## src/rtl/jt12_wrqueue.sv

```systemverilog
// jt12_wrqueue: host-side write queue feeding the YM clock-domain synchroniser.
// Buffers host register writes in a FIFO and replays them one at a time,
// waiting for a full rise and fall of the synchroniser busy bit between writes.
//
// Ports:
//   clk, rst                  host clock, asynchronous active-high reset
//   host_wr/addr/din          one-cycle write request with YM port address/data
//   flush                     discard all queued (not yet popped) entries
//   ovf_clr                   clears the sticky ovf and lost flags
//   host_full/empty/count     FIFO status (empty also requires an idle engine)
//   ovf                       sticky: a host write was dropped while full
//   lost                      sticky: busy never rose after a strobe
//   ym_cs_n/wr_n/addr/din     registered write interface to the synchroniser
//   ym_busy                   synchroniser busy status
//
// Optional feature: define JT12_WRQ_COALESCE_EN to merge consecutive data-port
// writes (odd addresses) to the same port into the not-yet-popped tail entry.
module jt12_wrqueue #(
  parameter int unsigned AW  = 4,
  parameter int unsigned TMO = 15
) (
  input  logic        clk,
  input  logic        rst,
  input  logic        host_wr,
  input  logic [1:0]  host_addr,
  input  logic [7:0]  host_din,
  input  logic        flush,
  input  logic        ovf_clr,
  output logic        host_full,
  output logic        host_empty,
  output logic [AW:0] host_count,
  output logic        ovf,
  output logic        lost,
  output logic        ym_cs_n,
  output logic        ym_wr_n,
  output logic [1:0]  ym_addr,
  output logic [7:0]  ym_din,
  input  logic        ym_busy
);

  localparam int unsigned DEPTH = 2**AW;
  localparam int unsigned CW    = AW + 1;
  localparam logic [CW-1:0] DEPTH_C = CW'(DEPTH);
  localparam logic [3:0]    TMO_C   = 4'(TMO);

  typedef struct packed {
    logic [1:0] addr;
    logic [7:0] din;
  } wr_entry_t;

  typedef enum logic [1:0] {IDLE, ISSUE, WAITSET, WAITCLR} state_t;

  state_t        state, state_nx;
  wr_entry_t     mem [DEPTH];
  wr_entry_t     head;
  logic [AW-1:0] wptr, rptr, tail_ptr;
  logic [CW-1:0] count;
  logic [3:0]    tmo_cnt, tmo_nx;
  logic          pop, push, drop, coal, set_lost;

  assign head     = mem[rptr];
  assign tail_ptr = wptr - AW'(1);

  // Pop only from an idle engine; a flush in the same cycle wins over the pop.
  assign pop = (state == IDLE) && (count != '0) && !flush;

`ifdef JT12_WRQ_COALESCE_EN
  logic [1:0] tail_addr;
  assign tail_addr = mem[tail_ptr].addr;
  // The tail must still be queued after this cycle, so a pop of the last entry blocks merging.
  assign coal = host_wr && !flush && host_addr[0] && (count != '0) &&
                !(pop && (count == CW'(1))) && (tail_addr == host_addr);
`else
  assign coal = 1'b0;
`endif

  assign push = host_wr && !flush && !coal && ((count != DEPTH_C) || pop);
  assign drop = host_wr && !flush && !coal && (count == DEPTH_C) && !pop;

  // FIFO storage (not reset; validity is tracked by count)
  always_ff @(posedge clk) begin
    if (push) begin
      mem[wptr] <= '{addr: host_addr, din: host_din};
    end else if (coal) begin
      mem[tail_ptr].din <= host_din;
    end
  end

  // Pointers, occupancy and sticky flags
  always_ff @(posedge clk or posedge rst) begin
    if (rst) begin
      wptr  <= '0;
      rptr  <= '0;
      count <= '0;
      ovf   <= 1'b0;
      lost  <= 1'b0;
    end else begin
      if (flush) begin
        wptr  <= '0;
        rptr  <= '0;
        count <= '0;
      end else begin
        if (push) wptr <= wptr + AW'(1);
        if (pop)  rptr <= rptr + AW'(1);
        if (push && !pop)      count <= count + CW'(1);
        else if (pop && !push) count <= count - CW'(1);
      end
      if (drop)         ovf <= 1'b1;
      else if (ovf_clr) ovf <= 1'b0;
      if (set_lost)     lost <= 1'b1;
      else if (ovf_clr) lost <= 1'b0;
    end
  end

  // Handshake engine: next state and timeout counter
  always_comb begin
    state_nx = state;
    tmo_nx   = tmo_cnt;
    set_lost = 1'b0;
    case (state)
      IDLE: begin
        if (pop) state_nx = ISSUE;
      end
      ISSUE: begin
        tmo_nx   = TMO_C;
        state_nx = WAITSET;
      end
      WAITSET: begin
        if (ym_busy) begin
          state_nx = WAITCLR;
        end else if (tmo_cnt <= 4'd1) begin
          tmo_nx   = '0;
          set_lost = 1'b1;
          state_nx = IDLE;
        end else begin
          tmo_nx = tmo_cnt - 4'd1;
        end
      end
      WAITCLR: begin
        if (!ym_busy) state_nx = IDLE;
      end
      default: state_nx = IDLE;
    endcase
  end

  // Strobes registered from the next state so they are low exactly while in ISSUE
  always_ff @(posedge clk or posedge rst) begin
    if (rst) begin
      state   <= IDLE;
      tmo_cnt <= '0;
      ym_cs_n <= 1'b1;
      ym_wr_n <= 1'b1;
      ym_addr <= '0;
      ym_din  <= '0;
    end else begin
      state   <= state_nx;
      tmo_cnt <= tmo_nx;
      ym_cs_n <= (state_nx != ISSUE);
      ym_wr_n <= (state_nx != ISSUE);
      if (pop) begin
        ym_addr <= head.addr;
        ym_din  <= head.din;
      end
    end
  end

  assign host_count = count;
  assign host_full  = (count == DEPTH_C);
  assign host_empty = (count == '0) && (state == IDLE);

endmodule

```

## config.mk

```make
export PLATFORM = sky130hd
export DESIGN_NAME = jt12_wrqueue
export DESIGN_NICKNAME = d
export VERILOG_FILES = /design/src/rtl/jt12_wrqueue.sv
export SDC_FILE = /design/constraint.sdc
export NUM_CORES = 1
export LEC_CHECK = 0
export CORE_MARGIN = 1
export CORE_UTILIZATION = 60
export CTS_CLUSTER_SIZE = 40
export DETAILED_ROUTE_END_ITERATION = 16
export PLACE_DENSITY = 0.79
export SKIP_CTS_REPAIR_TIMING = 1
export SYNTH_ARGS = -nofsm -noshare
export SYNTH_HDL_FRONTEND = slang
export SYNTH_SLANG_ARGS = --single-unit
```

## constraint.sdc

```tcl
create_clock -name clk -period 3.3 [get_ports clk]
set_input_delay 0.33 -clock clk [delete_from_list [all_inputs] [get_ports clk]]
set_output_delay 0.33 -clock clk [all_outputs]
set_load 0.01 [all_outputs]
```

==> results.cfg, run 1 <==
[status]
status = finished clean

[cts]
clock-sinks = 192
numCtsBuffers = 17
cts_tree = built
htreeDepth = 4
cts_buffer_depth = 2
cts-root-buf = clkbuf_16
clk_pin_slew_ns = 0.07
worstSkewPairLatency_ns = 0.42

[worst_setup_path]
r2r-start = host_count[0]
startpoint = host_count[0]
r2r_slack_ns = 0.21
path_max_fanout = 6
startpoint_type = register
worst_setup_path_end_kind = register
rr_worst_depth = 9
crit_type = reg -> reg
worstPathArrival_ns = 3.41
r2r_end = host_count[4]
required_ns = 3.61

[routing]
drc = 0
wire_per_inst_um = 22.7
viasPerCell = 6.12
drtIter0Drc = 288
wirelength_um = 15100
drtPass1Iterations = 4
antenna_left = 0
route.vias.total = 4066

[global_route]
grt-ovfl-total = 0
grt_pass1_vias = 4072
antenna_found_initial = 0
grt_pass1_wl_um = 23000
gr-usage-all-layers_pct = 24.7
grt_max_degree = 33

[timing]
hold_violations = 0
setup_tns_ns = 0
fin_skew_ns = 0.00700
drv_slew = 0
hold_ws_ns = 0.325
final.period_utilization_pct = 93.7
setup_viol = 0
max_freq_mhz = 323
min_period_ns = 3.09
rsz0062_at_grt = false
slew-limit-headroom_pct = 56.0
worst_pin_slew_ns = 0.660

[worst_hold_path]
hp-class = in -> async

[cells_and_area]
nNetsFinal = 507
layout.cells.non_filler = 664
multiInputGateArea_um2 = 2040
final_area_um2 = 9030
fillCellCount = 791
final_cell_mix = edfxtp_1, mux4_2, clkdlybuf4s50_1
final_common_cell = edfxtp_1
drive_gt1_share_pct = 19.9
diodes = 0
seqCellArea_um2 = 5610
areaGrowthSynthToFinish_pct = 15.9

[die]
rows = 41
coreArea_um2 = 12600
die_h_um = 116
die_area_um2 = 13400
die_w_um = 116
io-pin-count = 37
start_util_pct = 61.7

[synth]
yosysSeqAreaShare_pct = 72.0
synth_area_um2 = 7790
synth.avg_cell_area_um2 = 18.1
synth_ff_type = edfxtp_1
syn-num-nets = 458
synth_edf_count = 160
netlist-cell-type-count = 48
ys_ff_latch = 192
syn_inst = 430
ys_warn_count = 0
async_reset_ff_share_pct = 16.7

[placement]
port_buffers = 36
globalplace.congestion = 0.768
place_area_um2 = 8390
dp_hpwl_um = 9270
dp_cells = 632

[power]
power_uw = 6100
p_per_area_nw_per_um2 = 675
p_leak_uw = 0.00302
vdd_ir_drop_max_mv = 0.393

[flow_run]
maxCapViolCount = 0
## metal layers
metal / GRT usage (%) / part of all wire, % / vias to the layer above
li1: - / - / 1792
met1: 33.2 / 39 / 2082
met2: 40.1 / 52 / 169
met3: 5.18 / 8.1 / 23
met4: 9.74 / 1.5 / 0
met5: 0 / 0 / -
## final cells by class
type                    instances  share of cell area, %
clock inverters                14                   2.01
inverters                      16                  0.665
repair buffers                 52                   5.32
multi-input cells             200                   22.6
well taps                     172                   2.38
flip-flops and latches        192                   62.1
clock buffers                  18                   4.86
## flip-flops by register name, summed over array words and instances, names as in the netlist
signal / cells
tmo_cnt: 4
ovf: 1
lost: 1
state: 2
wptr: 4
ym_din: 8
mem: 160
ym_addr: 2
rptr: 4
host_count: 5
ym_wr_n: 1
## synthesized netlist by cell type, drive strengths merged, types with 3 or more instances
cell      n  area share (%)
nor2     22             1.1
inv      16            0.77
xnor2     3            0.34
o221ai   10             1.1
xor2      4            0.45
nand2    23             1.1
mux2      3            0.43
buf      10            0.66
and2      8            0.64
nand3     4            0.26
mux4     40              12
mux2i    21             2.7
or3       3            0.24
o21ai     9            0.58
nor3      6            0.39
ha       11             1.8
clkbuf   12            0.58
edfxtp  160              62
dfrtp    31              10
a21oi     6            0.39
## power by group
part / switching [uW] / internal (uW) / total (uW)
Sequential: 151 / 2780 / 2940
Combinational: 549 / 507 / 1060
Clock: 881 / 1230 / 2110
Total: 1580 / 4520 / 6100
## kinds of logic (layout without fill, tap and decap cells)
group           count (synthesis)  in the layout  share of synthesized area, %
buf+inv                        38            100                          2.01
mux                            64             64                          14.7
flops                         192            192                          72.0
fa+ha+maj                      12             12                          2.02
compound gates                 40             40                          3.79
simple gates                   77             77                          4.74
xor+xnor                        7              7                         0.787
## worst max-delay path, stage by stage, from the launching register on
cell and delay (ns):
dfrtp_1 0.45, or4_1 0.70, mux2i_4 0.27, nand2_2 0.16, fa_1 0.45, a21o_1 0.20
a21oi_1 0.28, a2111o_1 0.17, o211ai_1 0.09, a31o_2 0.23
## metrics by stage
| stage | utilization [%] | worst slack (ns) |
|---|---|---|
| 2_1_floorplan | - | 0.357 |
| 3_3_place_gp | 66.5 | 0.259 |
| 3_5_place_dp | 66.5 | 0.0452 |
| 4_1_cts | 71.4 | 0.0284 |
| 5_1_grt | 71.5 | 0.0751 |
| 6_report | 71.5 | 0.206 |
## worst max-delay path by stage
stage / slack [ns] / end / depth (start not counted)
6_report: 0.21 / host_count[4] / 9
5_1_grt: 0.08 / host_count[4] / 9
4_1_cts: 0.03 / host_count[4] / 9
3_5_place_dp: 0.05 / host_count[4] / 9
3_3_place_gp: 0.26 / host_count[4] / 9
2_1_floorplan: 0.36 / host_count[4] / 10
Power figures use the tool's default switching activity.
==> run 2, diff against run 1 <==
--- a/config.mk
+++ b/config.mk
@@ -10,6 +10,7 @@
 export CTS_CLUSTER_SIZE = 40
 export DETAILED_ROUTE_END_ITERATION = 16
 export PLACE_DENSITY = 0.79
+export REMOVE_ABC_BUFFERS = 1
 export SKIP_CTS_REPAIR_TIMING = 1
 export SYNTH_ARGS = -nofsm -noshare
 export SYNTH_HDL_FRONTEND = slang
==> results.cfg, run 2 (same netlist as run 1, synthesis figures left out) <==
[status]
status = finished clean

[routing]
drtIter0Drc = 506
wirelength_um = 16000
antenna_left = 0
drc = 0
route.vias.total = 4214
drtPass1Iterations = 5
wire_per_inst_um = 23.9
viasPerCell = 6.30

[global_route]
antenna_found_initial = 0
grt_pass1_vias = 4219
grt_pass1_wl_um = 24300
grt_max_degree = 27
gr-usage-all-layers_pct = 26.4
grt-ovfl-total = 0

[worst_setup_path]
critPathSlowestCell = or4_1
critPathMaxStageDelay_ns = 0.67
r2r-start = host_count[0]
rr_worst_depth = 9
crit_type = reg -> reg
worstPathArrival_ns = 3.45
path_max_fanout = 6
worst_setup_path_end_kind = register
startpoint_type = register
r2r_end = host_count[4]
required_ns = 3.62
path_cells = or4_1, mux2i_2, nand2_2, fa_1, a21o_1, a21oi_1, a2111o_1, o211ai_1, a31o_2
r2r_slack_ns = 0.17

[cts]
cts_buffer_depth = 2
cts_tree = built
cts-root-buf = clkbuf_16
htreeDepth = 4
clock-sinks = 192
clk_pin_slew_ns = 0.07
worstSkewPairLatency_ns = 0.43
numCtsBuffers = 17

[cells_and_area]
nNetsFinal = 512
drive_gt1_share_pct = 20.1
fillCellCount = 781
final_area_um2 = 9020
largest-register = mem
diodes = 0
final_cell_mix = edfxtp_1, mux4_2, clkdlybuf4s50_1
utilization_pct = 71.5
largest_reg_flops = 160
areaGrowthSynthToFinish_pct = 15.8
final_common_cell = edfxtp_1

[die]
die_h_um = 116
die_area_um2 = 13400
coreArea_um2 = 12600
start_util_pct = 61.7
io-pin-count = 37
rows = 41
die_w_um = 116

[flow_run]
maxCapViolCount = 0

[placement]
port_buffers = 36
dp_hpwl_um = 9950
globalplace.congestion = 0.794
place_area_um2 = 8440

[power]
power_uw = 5970
p_leak_uw = 0.00303
vdd_ir_drop_max_mv = 0.476
p_per_area_nw_per_um2 = 662

[timing]
drv_slew = 0
hold_violations = 0
hold_ws_ns = 0.413
setup_tns_ns = 0
final.period_utilization_pct = 95.0
rsz0062_at_grt = false
max_freq_mhz = 319
fin_skew_ns = 0.0109
slew-limit-headroom_pct = 38.1
setup_viol = 0
worst_pin_slew_ns = 0.928
min_period_ns = 3.13

[worst_hold_path]
hp-class = in -> async
-- run 2: changes by cell type in the layout (fill, tap and decap cells not counted), sizes merged --
cell / before / now
inv: 19 / 22
clkinvlp: 3 / 2
bufinv: 3 / 1
clkbuf: 18 / 20
clkinv: 5 / 3
buf: 16 / 21
-- run 2: worst max-delay path by stage --
stage | slack [ns] | end | start
after global routing | 0.02 | host_count[4] | host_count[0]
after CTS | 0.06 | host_count[4] | host_count[0]
after global placement | 0.25 | host_count[4] | host_count[0]
final | 0.17 | host_count[4] | host_count[0]
after floorplan | 0.37 | host_count[4] | host_count[0]
after detailed placement | 0.08 | host_count[4] | host_count[0]
-- run 2: where the power goes --
| part | switching, uW | total [uW] | internal, uW | leakage [uW] |
|---|---|---|---|---|
| clock network | 898 | 1980 | 1080 | 0.000274 |
| registers | 160 | 2940 | 2780 | 0.00184 |
| logic | 547 | 1050 | 500 | 0.000917 |
| total | 1600 | 5970 | 4360 | 0.00303 |
-- run 2: final cells by class --
type	instances	area (um2)	share of cell area [%]
Timing Repair Buffer	57	531	5.88
Inverter	16	60.1	0.666
Sequential cell	192	5610	62.2
Multi-Input combinational cell	200	2030	22.6
Clock inverter	12	124	1.37
Clock buffer	20	447	4.95
Tap cell	172	215	2.39
-- run 2: per-stage QoR --
step,setup slack (ns),cells
3_3_place_gp,0.252,637
2_1_floorplan,0.370,408
3_5_place_dp,0.0781,637
5_1_grt,0.0160,669
4_1_cts,0.0577,669
6_report,0.166,669
-- run 2: per-layer routing --
metal / GRT usage (%) / vias up / share of wire (%)
met4: 10.2 / 0 / 2.2
met2: 43.2 / 205 / 52
li1: - / 1805 / -
met5: 0 / - / 0
met1: 34.5 / 2174 / 39
met3: 6.85 / 30 / 7.5
-- run 2: worst max-delay path: cells and delay by family (launching register included) --
kind | cells | cell delay (ns)
compound gates | 5 | 0.93
fa+ha+maj | 1 | 0.45
flops | 1 | 0.46
mux | 1 | 0.33
simple gates | 2 | 0.86
==> run 3, diff against run 2 <==
--- a/config.mk
+++ b/config.mk
@@ -5,6 +5,7 @@
 export SDC_FILE = /design/constraint.sdc
 export NUM_CORES = 1
 export LEC_CHECK = 0
+export CORE_ASPECT_RATIO = 0.7
 export CORE_MARGIN = 1
 export CORE_UTILIZATION = 60
 export CTS_CLUSTER_SIZE = 40
==> results.cfg, run 3 (same netlist as run 1, synthesis figures left out) <==
[status]
status = finished, violations left
violations = DRC

[placement]
port_buffers = 36
globalplace.congestion = 0.860
dp_hpwl_um = 10300
place_area_um2 = 8420
pre_cts_slack_ns = 0.0107
dp_cells = 624

[timing]
hold_violations = 0
max_freq_mhz = 318
final.period_utilization_pct = 95.3
setup_viol = 0
fin_skew_ns = 0.0118
drv_slew = 0
worst_pin_slew_ns = 1.07
slew-limit-headroom_pct = 28.5
min_period_ns = 3.14
rsz0062_at_grt = false
layout_setup_ws_ns = 0.156

[worst_setup_path]
startpoint_type = register
startpoint = host_count[0]
path_cells = or4_1, mux2i_2, nand2_2, fa_1, a21o_1, a21oi_2, a2111o_1, o211ai_1, a31o_2
r2r-start = host_count[0]
crit_type = reg -> reg
critPathMaxStageDelay_ns = 0.69
r2r_slack_ns = 0.16
critPathSlowestCell = or4_1
path_max_fanout = 6
required_ns = 3.62
cp-endpoint = host_count[4]
worst_setup_path_end_kind = register
r2r_end = host_count[4]
rr_worst_depth = 9
worstPathArrival_ns = 3.47

[cells_and_area]
fillCellCount = 746
multiInputGateArea_um2 = 2050
final_common_cell = edfxtp_1
areaGrowthSynthToFinish_pct = 15.5
largest_reg_flops = 160
seqCellArea_um2 = 5610
drive_gt1_share_pct = 20.2
layout.cells.non_filler = 656
nNetsFinal = 509
final_cell_mix = edfxtp_1, mux4_2, clkdlybuf4s50_1
final_area_um2 = 9000
diodes = 0
largest-register = mem

[routing]
wirelength_um = 15900
drtIter0Drc = 429
drc = 2
drtPass1Iterations = 11
wire_per_inst_um = 24.3
antenna_left = 0
route.vias.total = 4203
viasPerCell = 6.41

[die]
die_area_um2 = 13500
start_util_pct = 62.1
rows = 34
die_h_um = 97.3
die_w_um = 138
coreArea_um2 = 12500
io-pin-count = 37

[global_route]
grt-ovfl-total = 0
grt_pass1_vias = 4238
use_met2_pct = 39.6
grt.busiest_layer = met2
grt_max_degree = 35
gr-usage-met1_pct = 38.7
gr-usage-all-layers_pct = 26.2
antenna_found_initial = 0
grt_use_met3_pct = 6.31
grt_pass1_wl_um = 25200

[cts]
cts-root-buf = clkbuf_16
worstSkewPairLatency_ns = 0.43
clock-sinks = 192
numCtsBuffers = 17
cts_tree = built
cts_buffer_depth = 2
htreeDepth = 4
clk_pin_slew_ns = 0.07

[power]
vdd_ir_drop_max_mv = 0.342
p_per_area_nw_per_um2 = 670
power_uw = 6020
p_leak_uw = 0.00301

[flow_run]
maxCapViolCount = 0

[worst_hold_path]
hp-class = in -> async
-- run 3: worst min path at each step --
stage,slack (ns),to,cells after the start,from
floorplan,0.39,rptr[1],1,flush
global placement,0.47,lost,1,lost
detailed placement,0.48,lost,1,lost
CTS,0.50,ym_din[6],2,rst
global route,0.52,lost,1,lost
finish,0.47,ym_din[6],2,rst
-- run 3: final cells by class --
type / count / share of cell area, %
sequential: 192 / 62.3
timing repair buffer: 54 / 5.65
inverter: 16 / 0.668
clock buffer: 20 / 4.85
tap: 162 / 2.25
multi-input combinational: 200 / 22.8
clock inverter: 12 / 1.49
-- run 3: per-layer routing --
| layer | up-vias | routed length (um) |
|---|---|---|
| li1 | 1803 | - |
| met1 | 2202 | 7090 |
| met2 | 182 | 7470 |
| met3 | 16 | 1200 |
| met4 | 0 | 160 |
| met5 | - | 0 |
-- run 3: where the power goes --
part,switching (uW),internal [uW]
clock network,883,1120
registers,153,2780
logic,578,506
total,1610,4410
-- run 3: critical path: cells and delay by family, from the launching register on --
family          cells  cell delay [ns]
simple gates        2             0.88
mux                 1             0.33
flops               1             0.46
compound gates      5             0.90
fa+ha+maj           1             0.45
-- run 3: per-stage QoR --
| stage | hold slack [ns] | utilization [%] | TNS [ns] |
|---|---|---|---|
| floorplan | 0.393 | - | 0 |
| global placement | 0.470 | 67.1 | 0 |
| detailed placement | 0.480 | 67.1 | 0 |
| CTS | 0.500 | 71.6 | -0.00632 |
| global route | 0.517 | 71.7 | 0 |
| finish | 0.473 | 71.7 | 0 |
